===== src/rtl/count_display_7seg.sv =====
// Binary-to-BCD converter (sequential double-dabble) driving a 4-digit multiplexed 7-seg display.
// Optional build macro: LEADING_ZERO_BLANK_EN blanks leading zero hundreds/tens digits.
module count_display_7seg #(
    parameter int unsigned CLK_HZ     = 100_000_000,
    parameter int unsigned REFRESH_HZ = 1000
) (
    input  logic        clk,
    input  logic        rst,
    input  logic [7:0]  count,
    output logic [3:0]  an,
    output logic [6:0]  seg,
    output logic        dp,
    output logic [11:0] bcd,
    output logic        busy
);

    localparam int unsigned SCAN_DIV = CLK_HZ / REFRESH_HZ;
    localparam int unsigned PW       = (SCAN_DIV > 2) ? $clog2(SCAN_DIV) : 1;

    typedef enum logic [1:0] {StIdle, StShift, StDone} state_e;

    state_e        state_q, state_d;
    logic [19:0]   sr_q, sr_d, adj;
    logic [2:0]    bitcnt_q, bitcnt_d;
    logic [7:0]    latch_q, latch_d;
    logic [7:0]    shown_q, shown_d;
    logic [11:0]   bcd_q, bcd_d;
    logic          busy_q, busy_d;

    logic [PW-1:0] presc_q, presc_d;
    logic [1:0]    digit_q, digit_d;
    logic [3:0]    an_q, an_d;
    logic [6:0]    seg_q, seg_d;
    logic          tick;
    logic          blank_h, blank_t;

    function automatic logic [6:0] dec7(input logic [3:0] n);
        case (n)
            4'd0:    dec7 = 7'b1000000;
            4'd1:    dec7 = 7'b1111001;
            4'd2:    dec7 = 7'b0100100;
            4'd3:    dec7 = 7'b0110000;
            4'd4:    dec7 = 7'b0011001;
            4'd5:    dec7 = 7'b0010010;
            4'd6:    dec7 = 7'b0000010;
            4'd7:    dec7 = 7'b1111000;
            4'd8:    dec7 = 7'b0000000;
            4'd9:    dec7 = 7'b0010000;
            default: dec7 = 7'b1111111;
        endcase
    endfunction

    // Add-3 correction on each BCD nibble before the shift.
    always_comb begin
        adj = sr_q;
        for (int i = 0; i < 3; i++) begin
            if (sr_q[8+4*i +: 4] >= 4'd5) begin
                adj[8+4*i +: 4] = sr_q[8+4*i +: 4] + 4'd3;
            end
        end
    end

    always_comb begin
        state_d  = state_q;
        sr_d     = sr_q;
        bitcnt_d = bitcnt_q;
        latch_d  = latch_q;
        shown_d  = shown_q;
        bcd_d    = bcd_q;
        busy_d   = busy_q;
        unique case (state_q)
            StIdle: begin
                if (count != shown_q) begin
                    sr_d     = {12'd0, count};
                    latch_d  = count;
                    bitcnt_d = 3'd0;
                    busy_d   = 1'b1;
                    state_d  = StShift;
                end
            end
            StShift: begin
                sr_d     = adj << 1;
                bitcnt_d = bitcnt_q + 3'd1;
                if (bitcnt_q == 3'd7) begin
                    state_d = StDone;
                end
            end
            StDone: begin
                bcd_d   = sr_q[19:8];
                shown_d = latch_q;
                busy_d  = 1'b0;
                state_d = StIdle;
            end
            default: state_d = StIdle;
        endcase
    end

    always_ff @(posedge clk or negedge rst) begin
        if (!rst) begin
            state_q  <= StIdle;
            sr_q     <= '0;
            bitcnt_q <= '0;
            latch_q  <= '0;
            shown_q  <= '0;
            bcd_q    <= '0;
            busy_q   <= 1'b0;
        end else begin
            state_q  <= state_d;
            sr_q     <= sr_d;
            bitcnt_q <= bitcnt_d;
            latch_q  <= latch_d;
            shown_q  <= shown_d;
            bcd_q    <= bcd_d;
            busy_q   <= busy_d;
        end
    end

    assign tick = (presc_q == PW'(SCAN_DIV - 1));

`ifdef LEADING_ZERO_BLANK_EN
    assign blank_h = (bcd_d[11:8] == 4'd0);
    assign blank_t = (bcd_d[11:8] == 4'd0) && (bcd_d[7:4] == 4'd0);
`else
    assign blank_h = 1'b0;
    assign blank_t = 1'b0;
`endif

    // Decode from bcd_d so a conversion landing on a tick edge shows immediately.
    always_comb begin
        presc_d = tick ? '0 : presc_q + PW'(1);
        digit_d = digit_q;
        an_d    = an_q;
        seg_d   = seg_q;
        if (tick) begin
            digit_d = digit_q + 2'd1;
            an_d    = ~(4'b0001 << digit_q);
            unique case (digit_q)
                2'd0:    seg_d = dec7(bcd_d[3:0]);
                2'd1:    seg_d = blank_t ? 7'b1111111 : dec7(bcd_d[7:4]);
                2'd2:    seg_d = blank_h ? 7'b1111111 : dec7(bcd_d[11:8]);
                default: seg_d = 7'b1111111;
            endcase
        end
    end

    always_ff @(posedge clk or negedge rst) begin
        if (!rst) begin
            presc_q <= '0;
            digit_q <= '0;
            an_q    <= 4'b1111;
            seg_q   <= 7'b1111111;
        end else begin
            presc_q <= presc_d;
            digit_q <= digit_d;
            an_q    <= an_d;
            seg_q   <= seg_d;
        end
    end

    assign an   = an_q;
    assign seg  = seg_q;
    assign dp   = 1'b1;
    assign bcd  = bcd_q;
    assign busy = busy_q;

endmodule


===== config.mk =====
export PLATFORM = sky130hd
export DESIGN_NAME = count_display_7seg
export DESIGN_NICKNAME = d
export VERILOG_FILES = /design/src/rtl/count_display_7seg.sv
export SDC_FILE = /design/constraint.sdc
export NUM_CORES = 1
export LEC_CHECK = 0
export BUFFER_PORTS_ARGS = -buffer_cell sky130_fd_sc_hd__buf_4
export CAP_MARGIN = 20
export CORE_MARGIN = 1
export CORE_UTILIZATION = 50
export DETAILED_ROUTE_END_ITERATION = 6
export HOLD_SLACK_MARGIN = 0.1
export PLACE_DENSITY = 0.68
export SYNTH_ARGS = -nofsm -noshare
export SYNTH_HDL_FRONTEND = slang
export SYNTH_SLANG_ARGS = --single-unit

===== constraint.sdc =====
create_clock -name clk -period 3.7 [get_ports clk]
set_input_delay 0.185 -clock clk [delete_from_list [all_inputs] [get_ports clk]]
set_output_delay 0.185 -clock clk [all_outputs]
set_load 0.005 [all_outputs]

**Yosys cells after proc, flatten, opt, wreduce, memory -nomap -nowiden**

Memories as Yosys holds them, arrays and structs flattened.
Index checks and enable logic that the tools add are counted.

- Bits in latches: 0
- Memories kept: 3
- RAM bits: 0
- Bits in registers: 84
- Bits in read-only memories: 336
- Input bits: 10
- Output and inout bits: 25

- Muxes and demuxes: 15
- Bitwise gates (word level): 1
- Reduce and logical (&&, ||, !) cells: 8
- Shifts and indexed selects: 1
- Eq/ne operators: 9
- Multipliers: 0
- Order comparisons: 3
- Div/mod/pow operators: 0
- Add/sub/neg operators: 6

Memories:

| memory | depth | width | read ports | clocked after memory_dff | write ports | line | RTL |
|---|---|---|---|---|---|---|---|
| (no name shown) | 16 | 7 | 1 | 0 | 0 | 38 | `case (n)` |
| (no name shown) | 16 | 7 | 1 | 0 | 0 | 38 |  |
| (no name shown) | 16 | 7 | 1 | 0 | 0 | 38 |  |

Operators by type and width:

| kind | count |
|---|---|
| $pmux 20 s2 | 1 |
| $pmux 7 s3 | 1 |
| $mux 20 | 1 |
| $add 17x1->17 const B | 1 |
| $eq 17x17->1 const B | 1 |
| $mux 17 | 1 |
| $ge 4x3->1 const B | 3 |
| $mux 12 | 1 |
| $add 4x2->4 const B | 2 |
| $mux 4 | 2 |
| $ne 8x8->1 | 1 |
| $reduce_and 2->1 | 4 |
| $mux 3 | 2 |
| $pmux 3 s2 | 1 |
| $eq 2x1->1 const B | 2 |
| $eq 2x2->1 const B | 2 |
| $logic_not 2->1 | 2 |
| $mux 2 | 2 |
| $ne 2x2->1 const B | 2 |
| $not 4->4 | 1 |
| $pmux 2 s2 | 1 |
| $reduce_bool 2->1 | 2 |
| $shl 1x2->4 const A | 1 |
| $add 3x1->3 const B | 1 |
| 5 further kinds | 5 |

**Longest topological paths before layout**

An unclocked memory read counts as a cell.

- Depth in word-level cells: 4
- Gate-level depth with buffers: 15
- Mapped depth without buffers: 10

**Least setup slack after synthesis**

No wires, ideal clock.

- Path kind: register to register
- Start point: reg state_q[0]
- End point: reg seg_q[5], in the netlist seg[5]
- Stages on the path, launching flop included: 15
- Required time: 3.603 ns
- Setup slack: 0.994 ns
- Arrival time: 2.610 ns
- Cells stage by stage: dfrtp_1 > buf_6 > nand2b_1 > buf_4 > buf_6 > buf_2 > nand2_1 > a21boi_0 > inv_1 > ha_1 > nand2b_1 > a21oi_1 > o21ai_1 > a221oi_2 > a31oi_1

- Word-level cells in the longest chain between the ends: 4
- Elaborated cells on any way between the ends: 6

Ends and longest elaborated chain:

| item | line | RTL |
|---|---|---|
| from (decl) | 22 | `state_e state_q, state_d;` |
| from (signal assigned) | 100 | `state_q <= StIdle;` |
| from (signal assigned) | 108 | `state_q <= state_d;` |
| $eq 2x2->1 | 71 | `unique case (state_q)` |
| $mux 12 | 71 |  |
| via bcd_d[4] | 27 | `logic [11:0] bcd_q, bcd_d;` |
| $mem_v2 16x7 | - |  |
| $pmux 7 s3 | 137 | `unique case (digit_q)` |
| to (signal assigned) | 156 | `seg_q <= seg_d;` |
| to (decl) | 33 | `logic [6:0] seg_q, seg_d;` |

The timed path passes the listed nets, and every way through them passes these cells.
A chain may end at the register's enable or synchronous reset.

**Worst setup path after layout**

- Start point: reg state_q[0]
- End point: reg seg_q[3], in the netlist seg[3]

Same word-level chain as after synthesis.

==> run metrics <==
dpl hpwl=7.38 mm; maximum clock insertion buffer count=2; Yosys reg bits=84; worst hold slack=402 ps; Post-Synthesis Cells=469; Worst Setup SP=state_q[0]$_DFFE_PN0P_; WP buf/inv=2; actual slew at the worst max-slew pin=796 ps; f_max=340 MHz; DRC violations left=0; Slew Viols, Final=0; nets=551; Port Buf Inserts=33; Post-synth EDFFs=0; Area Growth Syn to Fin=13.5%; ant diodes=0; CTS tree=built; post-CTS sizing=0; Fillers=797; full die area=9880 um^2; pwr/cell area=697 nW/um^2; TritonRoute pass-1 iters=5; DP Cell Count=600; period utilization=79.4%; detailed-route wire length=10.2 mm; CP Max Fanout=21; H-tree depth=3; max cap viols=0; crit path launch type=register; Routed Antenna Nets=0; final std cells w/o fill=625; Setup CP Type=reg -> reg; grt ovf=0; pin count of the biggest net entering global routing=54; asr flop ratio synth=100%; RR Startpoint=state_q[0]$_DFFE_PN0P_; TNS Setup=0 ps; status=completed; crit path max-delay cell type=dfrtp_1; Static Leakage=2.51 nW; sequential cell area=2120 um^2; share of cells above drive strength 1=17.3%; syn_area_per_cell=10.1 um^2; Hold Buf Count CTS=9; final setup fails=0; post-CTS setup buffers=0; crit-path cells=nand2b_1, buf_4, nand2_1, a21boi_0, inv_1, ha_1, nand3b_1, o2111ai_1, a22oi_1, a31oi_1; Final Hold Fails=0; number of global-route vias before repair=3,480; Critical Path RT=3970 ps; main flop type after synthesis=dfrtp_1; Iter 0 DRT Violations=139; Fin Clk Skew=12.0 ps; Clock transition at path regs=90 ps; clock root buffer master=clkbuf_8; crit-path max cell delay=500 ps; routed vias=3,516; Total GRT Usage=22.4%; Design Power=3.75 mW; post-synthesis cell type count=62; Post-Syn Area=4740 um^2; via/cell ratio=5.63; initial antenna violation count=0; clk sink count=84; die span in x=99.4 um; Syn. warnings=0; multi-input logic area=2380 um^2; gpl congestion=0.828; Period minus WS final=2940 ps; type of the most critical hold path=in -> async; first-pass GRT wire length=17.2 mm; RSZ-0062 raised after global routing=no; WP data arrival=3210 ps; clk_lat worst skew=360 ps; initial core utilization=51.6%; slew margin rel.=46.6%; die height=99.4 um; DR WL/cell=16.4 um; family with the most delay on the worst path=compound AO/OA/AOI/OAI gates; IO Count=35; row count=35; sequential element share of the synthesized area=44.6%; Syn Nets=511; core area=9200 um^2; Num CTS Buffers=9; Peak VDD IR=0.000309 V; Worst Setup End Kind=register
layout by cell type (no fill, tap or decap), types with 5 or more instances in the layout:
cell           instances
dfrtp_1               73
nand2_1               58
buf_4                 38
ha_1                  32
inv_1                 31
nor2_1                30
xnor2_1               21
o21ai_0               18
nand2b_1              12
nand3_1               11
o22ai_1               11
dfstp_2               11
mux2i_1                9
clkbuf_8               9
dlygate4sd3_1          9
xor2_1                 8
a21oi_1                8
a31oi_1                8
mux2_2                 8
a2bb2oi_1              7
nand3b_1               6
o211ai_1               6
and3_1                 5
nor3_1                 5
nand4_1                5
o2111ai_1              5
a22o_1                 5
metrics by stage:
stage	util [%]	setup WS [ps]	cell area, um^2
after detailed placement	54.9	806	5050
final	58.5	762	5380
after CTS	58.5	778	5380
after floorplan	-	994	4740
after global routing	58.5	469	5380
after global placement	54.9	865	5050
cells by family after synthesis:
| group | share of synthesized area [%] |
|---|---|
| and+or+nand+nor | 15.3 |
| AOI/OAI and AO/OA | 14.8 |
| DFF | 44.6 |
| buffers and inverters | 5.36 |
| adders and majority gates | 8.44 |
| xor gates and xnor gates | 5.36 |
| muxes | 5.99 |
| other | 0.0791 |
layout make-up:
cell class	instances	share of cell area [%]
Timing Repair Buffer	47	6.97
Multi-Input combinational cell	332	44.2
Clock inverter	7	2.25
Inverter	35	2.44
Clock buffer	9	2.30
Tap cell	111	2.58
Sequential cell	84	39.3
worst reg2reg max path: cells and delay by family (launching register included):
kind | cells | cell delay, ps
compound gates | 4 | 940
fa+ha+maj | 1 | 260
buf+inv | 2 | 520
simple gates | 3 | 640
flops | 1 | 500
path summary, 6_finish.rpt:
kind	endpoint	slack [ps]	cells after the start
worst max-delay path	seg[3]$_DFFE_PN1N_	760	10
worst min-delay path	sr_q[10]$_DFFE_PN0P_	400	2
worst min register to register	shown_q[0]$_DFFE_PN0P_	460	2
min in group clk	shown_q[0]$_DFFE_PN0P_	460	2
worst max register to register	seg[3]$_DFFE_PN1N_	760	10
max in group asynchronous	presc_q[2]$_DFF_PN0_	2420	3
sequential cells by signal, summed over array words and instances, names as in the netlist:
signal    flops
state_q       2
shown_q       8
busy          1
latch_q       8
an            4
seg           7
bitcnt_q      3
presc_q      17
digit_q       2
sr_q         20
bcd          12
layer usage:
layer	share of wire (%)	track usage (%)
met5	0	0
met4	2.6	10.5
met3	4.7	3.72
met2	45	34.6
met1	48	31.1
where the power goes:
part / internal [mW] / switching [mW] / total (mW)
clock: 0.455 / 0.362 / 0.816
sequential: 1.18 / 0.286 / 1.47
combinational: 0.691 / 0.776 / 1.47
synthesized netlist by cell type (all sizes together) (5+ instances only):
| master | count | area, um^2 |
|---|---|---|
| a21boi | 7 | 56.3 |
| a21oi | 8 | 40.0 |
| a22o | 5 | 43.8 |
| a2bb2oi | 7 | 61.3 |
| a31oi | 8 | 50.1 |
| and3 | 6 | 38.8 |
| buf | 12 | 100 |
| clkbuf | 6 | 22.5 |
| dfrtp | 73 | 1830 |
| dfstp | 11 | 289 |
| ha | 32 | 400 |
| inv | 34 | 128 |
| mux2 | 8 | 90.1 |
| mux2i | 14 | 194 |
| nand2 | 58 | 218 |
| nand2b | 12 | 75.1 |
| nand3 | 11 | 55.1 |
| nand3b | 6 | 45.0 |
| nand4 | 5 | 31.3 |
| nor2 | 30 | 113 |
| nor3 | 7 | 40.0 |
| o2111ai | 5 | 43.8 |
| o211ai | 6 | 45.0 |
| o21ai | 20 | 100 |
| o22ai | 11 | 68.8 |
| xnor2 | 21 | 184 |
| xor2 | 8 | 70.1 |
Power figures use the tool's default switching activity.
